$ cat src/rtl/graph_mem_arbiter_pkg.sv
// Shared defaults and requester-ID type for the graph memory arbiter slice.
package graph_pkg;

  localparam int DEF_NUM_REQ = 4;
  localparam int DEF_ADDR_W  = 32;
  localparam int DEF_DATA_W  = 32;
  localparam int DEF_MAX_OUT = 4;

  typedef logic [$clog2(DEF_NUM_REQ)-1:0] req_id_t;

endpackage

$ cat src/rtl/graph_mem_arbiter_if.sv
// Requester/memory bus of the arbiter; slave is the arbiter side, master the environment side.
interface graph_mem_arbiter_if
  import graph_pkg::*;
#(
  parameter int NUM_REQ = DEF_NUM_REQ,
  parameter int ADDR_W  = DEF_ADDR_W,
  parameter int DATA_W  = DEF_DATA_W,
  parameter int MAX_OUT = DEF_MAX_OUT
);

  localparam int CNT_W = $clog2(MAX_OUT) + 1;

  logic [NUM_REQ-1:0]        req_valid_in;
  logic [NUM_REQ*ADDR_W-1:0] req_addr_in;
  logic [NUM_REQ-1:0]        req_ready_out;
  logic [DATA_W-1:0]         resp_data_out;
  logic [NUM_REQ-1:0]        resp_valid_out;
  logic [ADDR_W-1:0]         mem_req_out;
  logic                      mem_valid_out;
  logic [DATA_W-1:0]         mem_data_in;
  logic                      mem_valid_in;
  logic [CNT_W-1:0]          outstanding_out;
  logic                      err_out;

  modport slave (
    input  req_valid_in, req_addr_in, mem_data_in, mem_valid_in,
    output req_ready_out, resp_data_out, resp_valid_out,
           mem_req_out, mem_valid_out, outstanding_out, err_out
  );

  modport master (
    output req_valid_in, req_addr_in, mem_data_in, mem_valid_in,
    input  req_ready_out, resp_data_out, resp_valid_out,
           mem_req_out, mem_valid_out, outstanding_out, err_out
  );

endinterface

$ cat src/rtl/graph_mem_arbiter_rr_arbiter.sv
// Round-robin arbiter: combinational one-hot grant searched from r_ptr, pointer
// advances past the winner on every grant.
module rr_arbiter #(
  parameter int N = 4
) (
  input  logic                 clk_in,
  input  logic                 rst_in,
  input  logic [N-1:0]         i_req,
  input  logic                 i_en,
  output logic [N-1:0]         o_grant,
  output logic [$clog2(N)-1:0] o_grant_id,
  output logic                 o_granted
);

  localparam int ID_W = $clog2(N);

  logic [ID_W-1:0] r_ptr;
  logic [ID_W-1:0] w_idx [N];
  logic [N-1:0]    w_hit;

  // w_hit[k] is the request k places after the pointer; N is a power of two so the add wraps
  generate
    for (genvar gi = 0; gi < N; gi++) begin : g_rot
      assign w_idx[gi] = r_ptr + ID_W'(gi);
      assign w_hit[gi] = i_req[w_idx[gi]];
    end
  endgenerate

  always_comb begin
    o_granted  = 1'b0;
    o_grant_id = '0;
    o_grant    = '0;
    for (int k = N - 1; k >= 0; k--) begin
      if (i_en && w_hit[k]) begin
        o_granted  = 1'b1;
        o_grant_id = w_idx[k];
      end
    end
    if (o_granted) o_grant[o_grant_id] = 1'b1;
  end

  always_ff @(posedge clk_in or negedge rst_in) begin
    if (!rst_in) begin
      r_ptr <= '0;
    end else if (o_granted) begin
      r_ptr <= o_grant_id + ID_W'(1);
    end
  end

endmodule

$ cat src/rtl/graph_mem_arbiter.sv
// Shares one memory read port between NUM_REQ requesters; an in-order tag FIFO
// routes each returning word back to the requester that issued the read.
module graph_mem_arbiter
  import graph_pkg::*;
#(
  parameter int NUM_REQ = DEF_NUM_REQ,
  parameter int ADDR_W  = DEF_ADDR_W,
  parameter int DATA_W  = DEF_DATA_W,
  parameter int MAX_OUT = DEF_MAX_OUT
) (
  input  logic               clk_in,
  input  logic               rst_in,
  graph_mem_arbiter_if.slave bus
);

  localparam int ID_W  = $clog2(NUM_REQ);
  localparam int PTR_W = $clog2(MAX_OUT);
  localparam int CNT_W = PTR_W + 1;

  logic [ADDR_W-1:0]  w_addr [NUM_REQ];
  logic [NUM_REQ-1:0] w_grant;
  logic [ID_W-1:0]    w_grant_id;
  logic               w_granted;
  logic               w_enable;
  logic               w_empty;
  logic               w_pop;
  logic [ID_W-1:0]    w_head_tag;
  logic [NUM_REQ-1:0] w_head_onehot;

  logic [ID_W-1:0]    r_tag_mem [MAX_OUT];
  logic [CNT_W-1:0]   r_wr_ptr;
  logic [CNT_W-1:0]   r_rd_ptr;
  logic [CNT_W-1:0]   r_count;
  logic [ADDR_W-1:0]  r_mem_req;
  logic               r_mem_valid;
  logic [NUM_REQ-1:0] r_resp_valid;
  logic [DATA_W-1:0]  r_resp_data;
  logic               r_err;

  generate
    for (genvar gi = 0; gi < NUM_REQ; gi++) begin : g_addr
      assign w_addr[gi] = bus.req_addr_in[gi*ADDR_W +: ADDR_W];
    end
  endgenerate

  // Gating with rst_in keeps the combinational grant at zero while reset is held
  assign w_enable = rst_in && (r_count < CNT_W'(MAX_OUT));

  rr_arbiter #(
    .N (NUM_REQ)
  ) u_rr_arbiter (
    .clk_in     (clk_in),
    .rst_in     (rst_in),
    .i_req      (bus.req_valid_in),
    .i_en       (w_enable),
    .o_grant    (w_grant),
    .o_grant_id (w_grant_id),
    .o_granted  (w_granted)
  );

  // Extra wrap bit on the pointers: equal pointers mean empty, never full
  assign w_empty       = (r_wr_ptr == r_rd_ptr);
  assign w_pop         = bus.mem_valid_in && !w_empty;
  assign w_head_tag    = r_tag_mem[r_rd_ptr[PTR_W-1:0]];
  assign w_head_onehot = NUM_REQ'(1) << w_head_tag;

  always_ff @(posedge clk_in) begin
    if (w_granted) r_tag_mem[r_wr_ptr[PTR_W-1:0]] <= w_grant_id;
  end

  always_ff @(posedge clk_in or negedge rst_in) begin
    if (!rst_in) begin
      r_wr_ptr     <= '0;
      r_rd_ptr     <= '0;
      r_count      <= '0;
      r_mem_req    <= '0;
      r_mem_valid  <= 1'b0;
      r_resp_valid <= '0;
      r_resp_data  <= '0;
      r_err        <= 1'b0;
    end else begin
      r_mem_valid  <= w_granted;
      r_resp_valid <= w_pop ? w_head_onehot : '0;
      if (w_granted) begin
        r_mem_req <= w_addr[w_grant_id];
        r_wr_ptr  <= r_wr_ptr + CNT_W'(1);
      end
      if (w_pop) begin
        r_rd_ptr    <= r_rd_ptr + CNT_W'(1);
        r_resp_data <= bus.mem_data_in;
      end
      case ({w_granted, w_pop})
        2'b10:   r_count <= r_count + CNT_W'(1);
        2'b01:   r_count <= r_count - CNT_W'(1);
        default: r_count <= r_count;
      endcase
      if (bus.mem_valid_in && w_empty) r_err <= 1'b1;
    end
  end

  assign bus.req_ready_out   = w_grant;
  assign bus.mem_req_out     = r_mem_req;
  assign bus.mem_valid_out   = r_mem_valid;
  assign bus.resp_valid_out  = r_resp_valid;
  assign bus.resp_data_out   = r_resp_data;
  assign bus.outstanding_out = r_count;
  assign bus.err_out         = r_err;

endmodule

$ cat src/flat_wrapper.sv
// flat-port wrapper written by rule: the top's interface ports become plain ports
module graph_mem_arbiter_flat import graph_pkg::*;
#(
  parameter int NUM_REQ = DEF_NUM_REQ,
  parameter int ADDR_W  = DEF_ADDR_W,
  parameter int DATA_W  = DEF_DATA_W,
  parameter int MAX_OUT = DEF_MAX_OUT
)
  (clk_in, rst_in, bus_req_valid_in, bus_req_addr_in, bus_mem_data_in, bus_mem_valid_in, bus_req_ready_out, bus_resp_data_out, bus_resp_valid_out, bus_mem_req_out, bus_mem_valid_out, bus_outstanding_out, bus_err_out);
  graph_mem_arbiter_if #(.NUM_REQ(NUM_REQ), .ADDR_W(ADDR_W), .DATA_W(DATA_W), .MAX_OUT(MAX_OUT)) bus_i ();
  input  logic clk_in;
  input  logic rst_in;
  input wire logic [$bits(bus_i.req_valid_in)-1:0] bus_req_valid_in;
  input wire logic [$bits(bus_i.req_addr_in)-1:0] bus_req_addr_in;
  input wire logic [$bits(bus_i.mem_data_in)-1:0] bus_mem_data_in;
  input wire logic [$bits(bus_i.mem_valid_in)-1:0] bus_mem_valid_in;
  output wire logic [$bits(bus_i.req_ready_out)-1:0] bus_req_ready_out;
  output wire logic [$bits(bus_i.resp_data_out)-1:0] bus_resp_data_out;
  output wire logic [$bits(bus_i.resp_valid_out)-1:0] bus_resp_valid_out;
  output wire logic [$bits(bus_i.mem_req_out)-1:0] bus_mem_req_out;
  output wire logic [$bits(bus_i.mem_valid_out)-1:0] bus_mem_valid_out;
  output wire logic [$bits(bus_i.outstanding_out)-1:0] bus_outstanding_out;
  output wire logic [$bits(bus_i.err_out)-1:0] bus_err_out;
  assign bus_i.req_valid_in = bus_req_valid_in;
  assign bus_i.req_addr_in = bus_req_addr_in;
  assign bus_i.mem_data_in = bus_mem_data_in;
  assign bus_i.mem_valid_in = bus_mem_valid_in;
  assign bus_req_ready_out = bus_i.req_ready_out;
  assign bus_resp_data_out = bus_i.resp_data_out;
  assign bus_resp_valid_out = bus_i.resp_valid_out;
  assign bus_mem_req_out = bus_i.mem_req_out;
  assign bus_mem_valid_out = bus_i.mem_valid_out;
  assign bus_outstanding_out = bus_i.outstanding_out;
  assign bus_err_out = bus_i.err_out;
  graph_mem_arbiter #(.NUM_REQ(NUM_REQ), .ADDR_W(ADDR_W), .DATA_W(DATA_W), .MAX_OUT(MAX_OUT)) u_core (.clk_in(clk_in), .rst_in(rst_in), .bus(bus_i));
endmodule
$ cat config.mk
export PLATFORM = sky130hd
export DESIGN_NAME = graph_mem_arbiter_flat
export DESIGN_NICKNAME = d
export VERILOG_FILES = /design/src/rtl/graph_mem_arbiter_pkg.sv /design/src/rtl/graph_mem_arbiter_if.sv /design/src/rtl/graph_mem_arbiter_rr_arbiter.sv /design/src/rtl/graph_mem_arbiter.sv /design/src/flat_wrapper.sv
export SDC_FILE = /design/constraint.sdc
export NUM_CORES = 1
export LEC_CHECK = 0
export CAP_MARGIN = 20
export CORE_MARGIN = 2
export CORE_UTILIZATION = 43
export DETAILED_ROUTE_END_ITERATION = 16
export GPL_TIMING_DRIVEN = 0
export PLACE_DENSITY_LB_ADDON = 0.1
export SLEW_MARGIN = 20
export SYNTH_ARGS = -nofsm -noshare
export SYNTH_HDL_FRONTEND = slang
export SYNTH_SLANG_ARGS = --single-unit
export TNS_END_PERCENT = 30
$ cat constraint.sdc
create_clock -name clk_in -period 4.9 [get_ports clk_in]
set_input_delay 0.98 -clock clk_in [delete_from_list [all_inputs] [get_ports clk_in]]
set_output_delay 0.98 -clock clk_in [all_outputs]
set_load 0.05 [all_outputs]
==> results of run 1 <==
[synthesized netlist by cell type, types with 2 or more instances]
| cell | number | share of area, % |
|---|---|---|
| edfxtp_1 | 8 | 5.2 |
| clkbuf_1 | 11 | 0.90 |
| nand2_1 | 104 | 8.5 |
| nor3b_1 | 2 | 0.33 |
| buf_6 | 3 | 0.73 |
| dfrtp_1 | 81 | 44 |
| o21ai_0 | 5 | 0.54 |
| mux2i_1 | 65 | 14 |
| a221oi_1 | 2 | 0.38 |
| xor2_1 | 2 | 0.38 |
| a221oi_2 | 30 | 9.8 |
| inv_1 | 8 | 0.65 |
| and2_1 | 8 | 1.1 |
| buf_4 | 2 | 0.33 |
| buf_2 | 8 | 0.87 |
| nor2_1 | 33 | 2.7 |
| buf_1 | 2 | 0.16 |
| a21oi_1 | 3 | 0.33 |
| ha_1 | 10 | 2.7 |
| xnor2_1 | 8 | 1.5 |
| mux4_2 | 3 | 1.5 |
[cell families (layout without fill, tap and decap cells)]
kind of cell / Yosys count / after routing
buffers and inverters: 36 / 297
xor gates and xnor gates: 10 / 10
DFF: 89 / 89
adders and majority gates: 11 / 11
AOI/OAI and AO/OA: 45 / 45
muxes: 69 / 69
and+or+nand+nor: 154 / 154
[worst paths after layout]
path	from	cells after the start	slack [ns]	to
max	rst_in	11	0.23	bus_req_ready_out[1]
min	u_core.bus.resp_data_out[16]$_DFFE_PN0P_	2	0.48	u_core.bus.resp_data_out[16]$_DFFE_PN0P_
max reg2reg	u_core.r_rd_ptr[0]$_DFFE_PN0P_	10	2.25	u_core.bus.outstanding_out[2]$_DFFE_PN0P_
min reg2reg	u_core.bus.resp_data_out[16]$_DFFE_PN0P_	2	0.48	u_core.bus.resp_data_out[16]$_DFFE_PN0P_
max in group asynchronous	rst_in	2	3.75	u_core.bus.mem_req_out[5]$_DFFE_PN0P_
min in group asynchronous	rst_in	1	0.55	u_core.bus.outstanding_out[0]$_DFFE_PN0P_
[power by group through the flow]
stage	Clock, mW	Combinational (mW)	Sequential [mW]
after floorplan	0	0.930	2.33
after global placement	0	2.93	1.31
after detailed placement	0	2.98	1.32
after CTS	0.578	2.99	1.31
after global routing	0.605	3.15	1.36
final	0.565	2.97	1.31
[worst reg2reg max path, delay by kind of cell (launching register included)]
| kind | cells | cell delay [ns] |
|---|---|---|
| XOR/XNOR | 3 | 0.54 |
| adder cells (fa/ha/maj) | 2 | 0.69 |
| buffers and inverters | 2 | 0.58 |
| flip-flops | 1 | 0.48 |
| AND/OR/NAND/NOR | 3 | 0.30 |
[layout make-up]
cell class / instances / area, sq um / area share [%]
clock buffers: 9 / 123.9 / 1.659
repair buffers: 245 / 2467 / 33.05
plain buffers: 26 / 140.1 / 1.877
flip-flops and latches: 89 / 2267 / 30.37
inverters: 10 / 37.54 / 0.5028
multi-input cells: 289 / 2158 / 28.91
well taps: 136 / 170.2 / 2.279
clock inverters: 7 / 101.3 / 1.357
[metrics by stage]
stage / util (%) / worst slack (ns)
detailed placement: 69.70 / -0.2316
floorplan: - / 1.197
finish: 72.00 / 0.2316
CTS: 71.95 / 0.09431
global placement: 69.46 / -3.090
global route: 72.00 / 0.01484
[per-layer routing]
layer	vias up	track usage (%)	routed length (um)
met5	-	0	0
met4	0	8.242	302
met3	21	6.719	1249
met2	168	44.39	7147
met1	1951	27.11	5232
li1	1953	-	-
[what timing repair did]
item | 4_1_cts | 5_1_grt
gates resized for setup | 3 | 2
setup endpoints to repair | 4 | 2
setup buffers | 1 | 0
endpoints found under the hold margin | 0 | 0
pin swaps | 1 | 0
[state kept, by name (all words and copies together), names as in the netlist, 2 cells and up]
name / flops
u_core.bus.resp_data_out: 32
u_core.bus.mem_req_out: 32
u_core.u_rr_arbiter.r_ptr: 2
u_core.r_tag_mem: 8
u_core.r_rd_ptr: 3
u_core.r_wr_ptr: 3
u_core.bus.resp_valid_out: 4
u_core.bus.outstanding_out: 3
==> impl_results.md, run 1 <==
- Hold Path Class: reg2reg
- H-tree levels: 3
- Mapped cell area: 0.004601 sq mm
- Drt wl/cell: 17.18 um
- Yosys reg bits: 89
- Max_slew headroom: 60.43%
- Synth Area in Simple Gates: 13.57%
- Hold Violations, Final: 0
- Post-DRT Antenna Nets: 0
- Post-Layout Inst Area: 0.007466 sq mm
- Sequential share of power: 27.1%
- Clock latency on the worst-skew pair: 0.35 ns
- Die span in x: 107.4 um
- Share of cells above drive strength 1: 10.07%
- Highest ir drop seen on vdd: 0.0003741 V
- Pwr per Cell Area: 648.5 mW/mm^2
- Syn Area/Cell: 11.11 sq um
- Antenna Cells: 0
- Top FF cell, synth: dfrtp_1
- Gr usage total: 24.29%
- Synth cell types: 37
- Comb pwr share: 61.3%
- Sink Count: 89
- CTS Buffer Depth: 2
- Nets: 848
- WP buf/inv: 6
- Layout fillers: 821
- Placed Instance Area: 0.007228 sq mm
- Final wirelength: 13.93 mm
- Residual DRC: 0
- Sw Share: 49.09%
- Clock power share: 11.7%
- Gate Count Post-Synth: 414
- First-pass GRT wire length: 21.65 mm
- Clock Skew: 0.01153 ns
- Slew Limit Fails: 0
- Adder-Cell Fraction of Synth Area: 3.155%
- CP cell instances: buf_4, nor2b_1, o21ai_0, a211o_1, clkbuf_1, buf_4, buf_2, inv_1, ha_1, and2_1, dlygate4sd2_1
- Setup TNS Final: 0 ns
- Post-Synthesis Net Count: 592
- Vias per cell: 5.047
- Arr. time, crit path: 3.69 ns
- Initial core utilization: 44.37%
- Core box area: 0.01037 sq mm
- Period utilisation layout: 95.27%
- Number of hold buffers added after cts: 0
- TritonCTS clock tree: yes
- Register clock-pin slew on the reported worst setup and hold paths: 0.08 ns
- GRT overflow: 0
- Cell mode on critical path: buf_4
- PnR Total Power: 4.842 mW
- Commonest non-fill, non-tap cells in the layout: clkdlybuf4s50_1, nand2_1, dfrtp_1
- DP Cell Count: 794
- Lkg Pwr: 3.544 nW
- Area Overhead vs Synth: 62.28%
- CP max stage cell: dlygate4sd2_1
- Design internal power: 2.465 mW
- Largest family of logic cells by synthesized area: multiplexers
- Largest net degree at the start of global routing: 55
- CP startpoint kind: input pin
- Final min period: 4.668 ns
- Ports: 244
- Worst slew pin tran: 0.5917 ns
- Path type of the worst setup path: in2out
- DR vias: 4093
- Setup crit end kind: output pin
- Post-Layout Cell Count: 811
- Initial antenna violation count: 0
- Max_cap viols: 0
- Leading cell type in the layout, fill and taps excluded: clkdlybuf4s50_1
- Row count: 37
- Vias in the first global route: 4407
- Status: finished clean
- Syn. warnings: 0
- Fmax: 214.2 MHz
- Die area: 0.01154 sq mm
- Hold_ws: 0.4788 ns
- Die Y: 107.4 um
- # setup viols final: 0
- Compound-gate portion of the synthesized area: 12.43%
- EDFF count, synth: 8
- Final Wtd Congestion: 0.8118
- Post-synthesis mux area share: 15.86%
- Sw power: 2.377 mW
- Drt pass-1 iters: 4
- Clock Tree Root: clkbuf_8
- Sequential fraction of the synthesis area: 49.28%
- Delay-heaviest family, CP: buffers and inverters
- Port buffer count: 243
- Worst EP required: 3.92 ns
- Iter 0 DRT Violations: 222
- Critical path's largest stage delay: 0.52 ns
- CTS Buf Count: 9
- RSZ-0062 raised after global routing: false
- Xor/xnor share of the synthesized area: 1.904%
- CP Max Fanout: 30
- Async set-reset flop share out of synthesis: 91.01%
- Detailed placer's ending HPWL: 11.05 mm
(Power assumes the default switching activity.)
==> inputs of run 2 (changes only) <==
SLEW_MARGIN = 0   (was 20)
==> results of run 2 <==
No change in the layout: final DEF, timing and power equal those of run 1.
==> inputs of run 3 (changes only) <==
SKIP_LAST_GASP = 1   (was unset)
==> run 3 against run 2 <==
  * Via count about the same
  * Final cell count unchanged
  * Sequential power about the same
  * Critical path depth decreased by 2
  * First-iteration DRC count unchanged
  * Clock skew about the same
  * Critical path type unchanged
  * Critical endpoint is now bus_req_ready_out[0]
  * Largest cell class unchanged
==> impl_results.md, run 3 (synthesized netlist as in run 1, its figures left out) <==
- Status: finished clean
- Die area: 0.01154 sq mm
- Largest net degree at the start of global routing: 55
- Comb pwr share: 61.3%
- Slew Limit Fails: 0
- CP cell instances: clkdlybuf4s50_1, nor4bb_1, o21ai_0, a311oi_4, buf_4, inv_1, ha_1, and2_1, clkdlybuf4s50_1
- Period utilisation layout: 99.46%
- DR vias: 4091
- Gr usage total: 24.29%
- Drt pass-1 iters: 4
- Clock latency on the worst-skew pair: 0.35 ns
- Hold Violations, Final: 0
- TritonCTS clock tree: yes
- H-tree levels: 3
- Max_cap viols: 0
- Setup crit end kind: output pin
- Final Wtd Congestion: 0.8118
- Critical path's largest stage delay: 0.69 ns
- CP startpoint kind: input pin
- Cell mode on critical path: clkdlybuf4s50_1
- Sw power: 2.377 mW
- Nets: 848
- Post-Layout Inst Area: 0.007465 sq mm
- Register clock-pin slew on the reported worst setup and hold paths: 0.08 ns
- Clock Tree Root: clkbuf_8
- Drt wl/cell: 17.18 um
- Hold_ws: 0.4788 ns
- Share of cells above drive strength 1: 10.07%
- Max_slew headroom: 60.43%
- CTS Buffer Depth: 2
- Port buffer count: 243
- Arr. time, crit path: 3.89 ns
- Setup slack, reg-to-reg: 2.25 ns
- Number of hold buffers added after cts: 0
- Design internal power: 2.466 mW
- Path type of the worst setup path: in2out
- Initial core utilization: 44.37%
- Commonest non-fill, non-tap cells in the layout: clkdlybuf4s50_1, nand2_1, dfrtp_1
- # setup viols final: 0
- Area Overhead vs Synth: 62.25%
- Die Y: 107.4 um
- Ports: 244
- Worst EP required: 3.92 ns
- Final wirelength: 13.93 mm
- Detailed placer's ending HPWL: 11.05 mm
- Vias in the first global route: 4411
- Sink Count: 89
- Clock Skew: 0.01133 ns
- Core box area: 0.01037 sq mm
- Die span in x: 107.4 um
- GRT overflow: 0
- Leading cell type in the layout, fill and taps excluded: clkdlybuf4s50_1
- Post-DRT Antenna Nets: 0
- RSZ-0062 raised after global routing: true
- Fmax: 205.2 MHz
- Clock power share: 11.7%
- Vias per cell: 5.044
- Initial antenna violation count: 0
- CTS Buf Count: 9
- Placed Instance Area: 0.007228 sq mm
- Row count: 37
- Lkg Pwr: 3.525 nW
- Delay-heaviest family, CP: buffers and inverters
- Pwr per Cell Area: 648.7 mW/mm^2
- Worst slew pin tran: 0.5917 ns
- Highest ir drop seen on vdd: 0.0003741 V
- First-pass GRT wire length: 21.66 mm
- Sequential share of power: 27.1%
- Hold Path Class: reg2reg
- Sw Share: 49.08%
- Iter 0 DRT Violations: 222
- Residual DRC: 0
- Antenna Cells: 0
- Final min period: 4.874 ns
- CP max stage cell: clkdlybuf4s50_1
- WP buf/inv: 4
- CP Max Fanout: 15
run 3: final cells by class:
class / count / area, sq um
Sequential cell: 89 / 2267
Fill cell: 821 / 2905
Tap cell: 136 / 170.2
Timing Repair Buffer: 245 / 2466
Buffer: 26 / 140.1
Clock inverter: 7 / 101.3
Multi-Input combinational cell: 289 / 2158
Inverter: 10 / 37.54
Clock buffer: 9 / 123.9
run 3: through the flow:
step	utilization, %	cells	setup TNS [ns]	power (mW)	setup WS, ns
3_5_place_dp	69.70	794	-0.8998	4.294	-0.2316
5_1_grt	71.98	811	-0.2029	5.113	-0.1178
3_3_place_gp	69.46	793	-89.61	4.238	-3.090
6_report	71.98	811	0	4.842	0.02622
2_1_floorplan	-	414	0	3.261	1.197
4_1_cts	71.96	811	-0.05620	4.881	-0.05620
run 3: what timing repair did:
| action | 4_1_cts | 5_1_grt |
|---|---|---|
| gates resized for setup | 2 | 1 |
| pin swaps | 1 | 0 |
| setup buffers | 1 | 0 |
| setup endpoints to repair | 4 | 3 |
run 3: final timing paths:
kind,start,end,depth (start not counted)
min reg2reg,u_core.bus.resp_data_out[16]$_DFFE_PN0P_,u_core.bus.resp_data_out[16]$_DFFE_PN0P_,2
max,bus_req_valid_in[1],bus_req_ready_out[0],9
min in group asynchronous,rst_in,u_core.bus.outstanding_out[0]$_DFFE_PN0P_,1
max reg2reg,u_core.r_rd_ptr[0]$_DFFE_PN0P_,u_core.bus.outstanding_out[2]$_DFFE_PN0P_,10
max in group asynchronous,rst_in,u_core.bus.mem_req_out[5]$_DFFE_PN0P_,2
min,u_core.bus.resp_data_out[16]$_DFFE_PN0P_,u_core.bus.resp_data_out[16]$_DFFE_PN0P_,2
run 3: per-layer routing:
metal  share of wire [%]  GRT usage (%)  vias to the layer above
met5                   0              0                        -
met4                 2.2          8.242                        0
met3                 9.0          6.719                       21
met2                  51          44.35                      168
met1                  38          27.15                     1949
li1                    -              -                     1953
run 3: worst min-delay path: cells and delay by family (launching register included):
| kind | cells | cell delay [ns] |
|---|---|---|
| flops | 1 | 0.35 |
| simple gates | 2 | 0.11 |
run 3: power groups by stage:
stage | Clock, mW | Sequential [mW] | Combinational (mW)
after floorplan | 0 | 2.33 | 0.930
after global placement | 0 | 1.31 | 2.93
after detailed placement | 0 | 1.32 | 2.98
after CTS | 0.578 | 1.31 | 2.99
after global routing | 0.605 | 1.36 | 3.15
final | 0.564 | 1.31 | 2.97
==> RTL change 1: new RTL, flow settings as in run 3 <==
The package constant `DEF_DATA_W` goes from 32 to 36.
--- a/src/rtl/graph_mem_arbiter_pkg.sv
+++ b/src/rtl/graph_mem_arbiter_pkg.sv
@@ -3,7 +3,7 @@
 
   localparam int DEF_NUM_REQ = 4;
   localparam int DEF_ADDR_W  = 32;
-  localparam int DEF_DATA_W  = 32;
+  localparam int DEF_DATA_W  = 36;
   localparam int DEF_MAX_OUT = 4;
 
   typedef logic [$clog2(DEF_NUM_REQ)-1:0] req_id_t;
Interface: changed (resized bus_mem_data_in and bus_resp_data_out); port bits go from 244 to 252. No check against the original RTL was run, so the function may have changed too.
==> RTL change 1 against run 3 <==
Final area up 2.8%. Sequential cell count increased by 4. Synthesized cell count grew 14%. Synthesized area increased by 3.6%. Worst setup slack improved by 0.047 ns. Count of clock-buffer cells in the layout rose by 2. Cell count increased by 8.5%. Wire length grew 5.2%. Power is 0.90% higher. Global-route usage up 0.48 points. Clock skew shrank 0.0022 ns. Die area up 3.5%.
==> RTL change 1: results (changes against run 3) <==
- Run status: complete, no violations (unchanged)
- Synthesized-area fraction occupied by adder cells: 3.05% (was 3.15%)
- Nets: 917 (was 848)
- Synth cell types: 39 (was 37)
- Place WS: -0.399 ns (was -0.232 ns)
- Placed cells: 864 (was 794)
- Met1 WL: 5780 µm (was 5230 µm)
- Hold_sp: u_core.bus.resp_data_out[21] (was u_core.bus.resp_data_out[16])
- Vias: 4492 (was 4091)
- GRT Util Overall: 24.8% (was 24.3%)
- CP Max Fanout: 50 (was 15)
- Max-slew headroom: 60.0% (was 60.4%)
- Critical path launch point: rst_in (was bus_req_valid_in[1])
- HPWL after detailed placement: 11600 µm (was 11000 µm)
- Switching share of power: 50.4% (was 49.1%)
- Starting DRT DRC Count: 256 (was 222)
- Layout cells sized above 1: 5.00% (was 10.1%)
- CTS resizes: 4 (was 2)
- Min-Delay Endpoint: u_core.bus.resp_data_out[21] (was u_core.bus.resp_data_out[16])
- Grt met1 use: 28.7% (was 27.2%)
- Wire per inst: 16.6 µm (was 17.2 µm)
- FF-to-FF Start: u_core.bus.outstanding_out[2] (was u_core.r_rd_ptr[0])
- Share of flip-flops with an asynchronous set or reset: 91.4% (was 91.0%)
- Synth Area in XOR/XNOR: 1.84% (was 1.90%)
- R2r setup slk: 1.89 ns (was 2.25 ns)
- Synth Net Count: 654 (was 592)
- Post-Route WL: 14700 µm (was 13900 µm)
- Layout Skew: 0.00911 ns (was 0.0113 ns)
- First-pass GRT wire length: 22600 µm (was 21700 µm)
- Mux share of post-synthesis cell area: 8.11% (was 15.9%)
- Top cells by area, synth: dfrtp_1 45%, a211oi_1 10%, nand2_1 9.4% (was dfrtp_1 44%, mux2i_1 14%, a221oi_2 9.8%)
- Seq pwr share: 27.7% (was 27.1%)
- CP arrival: 3.85 ns (was 3.89 ns)
- Filler cells: 843 (was 821)
- WL met3: 1190 µm (was 1250 µm)
- Sw Pwr: 2.46 mW (was 2.38 mW)
- Reg2Reg Depth: 11 (was 10)
- Grt met3 use: 6.22% (was 6.72%)
- Complex-gate fraction of the synthesized area: 17.3% (was 12.4%)
- Largest net degree at the start of global routing: 51 (was 55)
- GR met2 Demand/Resource: 44.1% (was 44.3%)
- Final setup margin: 0.0731 ns (was 0.0262 ns)
- Mapped Avg Cell Area: 10.1 µm² (was 11.1 µm²)
- Syn-to-layout area delta: 61.0% (was 62.3%)
[RTL change 1: changes by cell type in the layout (fill, tap and decap cells not counted), sizes merged, moves of 3 or more]
cell           before  now
mux2i              65   33
clkbuf             20   37
clkdlybuf4s50     240  248
inv                11    8
nand2             104  119
buf                18   13
a221oi             32    0
o31a                0   32
a211oi              0   64
dfrtp              81   85
o21ai               5    2
[RTL change 1: final cells by class]
cell class | instances | area share (%)
clock inverters | 5 | 0.555
repair buffers | 252 | 33.1
plain buffers | 37 | 2.63
clock buffers | 11 | 1.84
flip-flops and latches | 93 | 30.9
well taps | 140 | 2.28
multi-input cells | 336 | 28.4
inverters | 6 | 0.294
[RTL change 1: critical path, stage by stage]
cell             delay, ns
buf_6                 0.29
buf_16                0.30
nand2b_1              0.09
buf_2                 0.19
a21oi_1               0.29
buf_2                 0.31
buf_1                 0.38
and2_1                0.19
clkdlybuf4s50_1       0.80
==> RTL change 2: new RTL, settings of run 3 <==
Made on the original files. Make the reset (`rst_in`) synchronous in 2 clocked blocks.
--- a/src/rtl/graph_mem_arbiter_rr_arbiter.sv
+++ b/src/rtl/graph_mem_arbiter_rr_arbiter.sv
@@ -39,7 +39,7 @@
     if (o_granted) o_grant[o_grant_id] = 1'b1;
   end
 
-  always_ff @(posedge clk_in or negedge rst_in) begin
+  always_ff @(posedge clk_in) begin
     if (!rst_in) begin
       r_ptr <= '0;
     end else if (o_granted) begin
--- a/src/rtl/graph_mem_arbiter.sv
+++ b/src/rtl/graph_mem_arbiter.sv
@@ -68,7 +68,7 @@
     if (w_granted) r_tag_mem[r_wr_ptr[PTR_W-1:0]] <= w_grant_id;
   end
 
-  always_ff @(posedge clk_in or negedge rst_in) begin
+  always_ff @(posedge clk_in) begin
     if (!rst_in) begin
       r_wr_ptr     <= '0;
       r_rd_ptr     <= '0;
Check against the original RTL: differs if rst_in is asserted again (counterexample within 4 cycles, from zero or initial values and one cycle with rst_in low); with rst_in held inactive, the same outputs for 4 cycles.
==> RTL change 2 against run 3 <==
Count of clock-buffer cells in the layout is 1 higher. Power is 19% lower. Final area is 20% higher. Wire length is 43% higher. Combinational power is 29% lower. Critical endpoint unchanged. Worst setup slack better by 0.088 ns. Via count is 53% higher. Sequential power is 19% lower. Sequential cell count is 2 higher. Synthesized area is 29% higher. Highest routed layer unchanged.
==> RTL change 2: results (changes against run 3) <==
- Run status: complete, no violations (unchanged)
- Clock-cell share: 3.48% (was 3.02%)
- Placement Cell Area: 8610 µm² (was 7230 µm²)
- Mux share of post-synthesis cell area: 12.5% (was 15.9%)
- Seq pwr: 1.06 mW (was 1.31 mW)
- Met1 WL: 8100 µm (was 5230 µm)
- Max-slew headroom: 59.1% (was 60.4%)
- WL met3: 1540 µm (was 1250 µm)
- #MultiIn Comb: 534 (was 289)
- Hold_sp: u_core.bus.resp_data_out[29] (was u_core.bus.resp_data_out[16])
- Synth cell types: 47 (was 37)
- Routability cong.: 0.857 (was 0.812)
- Starting DRT DRC Count: 419 (was 222)
- Mapped Avg Cell Area: 8.53 µm² (was 11.1 µm²)
- Largest net degree at the start of global routing: 17 (was 55)
- Post-Route WL: 19900 µm (was 13900 µm)
- VDD IR-drop max: 0.197 mV (was 0.374 mV)
- Share of flip-flops with an asynchronous set or reset: 0% (was 91.0%)
- GRT Util Overall: 26.4% (was 24.3%)
- FF-to-FF Start: u_core.r_wr_ptr[1] (was u_core.r_rd_ptr[0])
- CP arrival: 3.81 ns (was 3.89 ns)
- Sequential cell area: 1900 µm² (was 2270 µm²)
- First-pass GRT wire length: 31100 µm (was 21700 µm)
- Clock buffer count: 10 (was 9)
- PwrDens: 439 nW/µm² (was 649 nW/µm²)
- Synth Area in XOR/XNOR: 1.32% (was 1.90%)
- Placed cells: 1121 (was 794)
- Layout Skew: 0.00848 ns (was 0.0113 ns)
- Multi-input combinational area share: 41.6% (was 28.9%)
- Synth Register Bits: 91 (was 89)
- Nets: 1130 (was 848)
- Standard-cell rows: 43 (was 37)
- Grt met3 use: 5.29% (was 6.72%)
- Top cells by area, synth: dfxtp_1 28%, nand2_1 11%, o221ai_2 7.1% (was dfrtp_1 44%, mux2i_1 14%, a221oi_2 9.8%)
- Met2 wire length: 9820 µm (was 7150 µm)
- Synth Net Count: 876 (was 592)
- Top cell type's share of synthesized area: 27.9% (was 44.1%)
- Layout cells sized above 1: 10.8% (was 10.1%)
- Synthesized-area fraction occupied by adder cells: 2.44% (was 3.15%)
- Post-synth top cells: 169 x nand2_1, 83 x dfxtp_1, 43 x clkbuf_1 (was 104 x nand2_1, 81 x dfrtp_1, 65 x mux2i_1)
- Register area share after synthesis: 31.9% (was 49.3%)
[RTL change 2: changes by cell type in the layout (fill, tap and decap cells not counted), sizes merged, moves of 32 or more]
cell and delta:
o31a +32, dfxtp +83, mux2 +32, and4 +33
o221ai +32, a221oi -32, clkbuf +33, dfrtp -81
nand2 +66, a31oi +32, a21boi +37, mux2i -32
[RTL change 2: worst paths after layout]
kind / endpoint / slack, ns / depth (start not counted)
max: bus_req_ready_out[0] / 0.11 / 9
min: u_core.bus.resp_data_out[29] / 0.46 / 2
max reg2reg: u_core.bus.outstanding_out[2] / 2.18 / 11
min reg2reg: u_core.bus.resp_data_out[29] / 0.46 / 2
[RTL change 2: what timing repair did]
| item | in CTS | in global routing |
|---|---|---|
| setup endpoints to repair | 2 | 1 |
| cloned | 0 | 0 |
| hold buffers | 0 | 0 |
| gates resized for setup | 1 | 1 |
[RTL change 2: tightest hold or removal path: stages (launching register included)]
cell and delay, ns:
dfxtp_1 0.31, nand2_1 0.04, a21boi_0 0.06
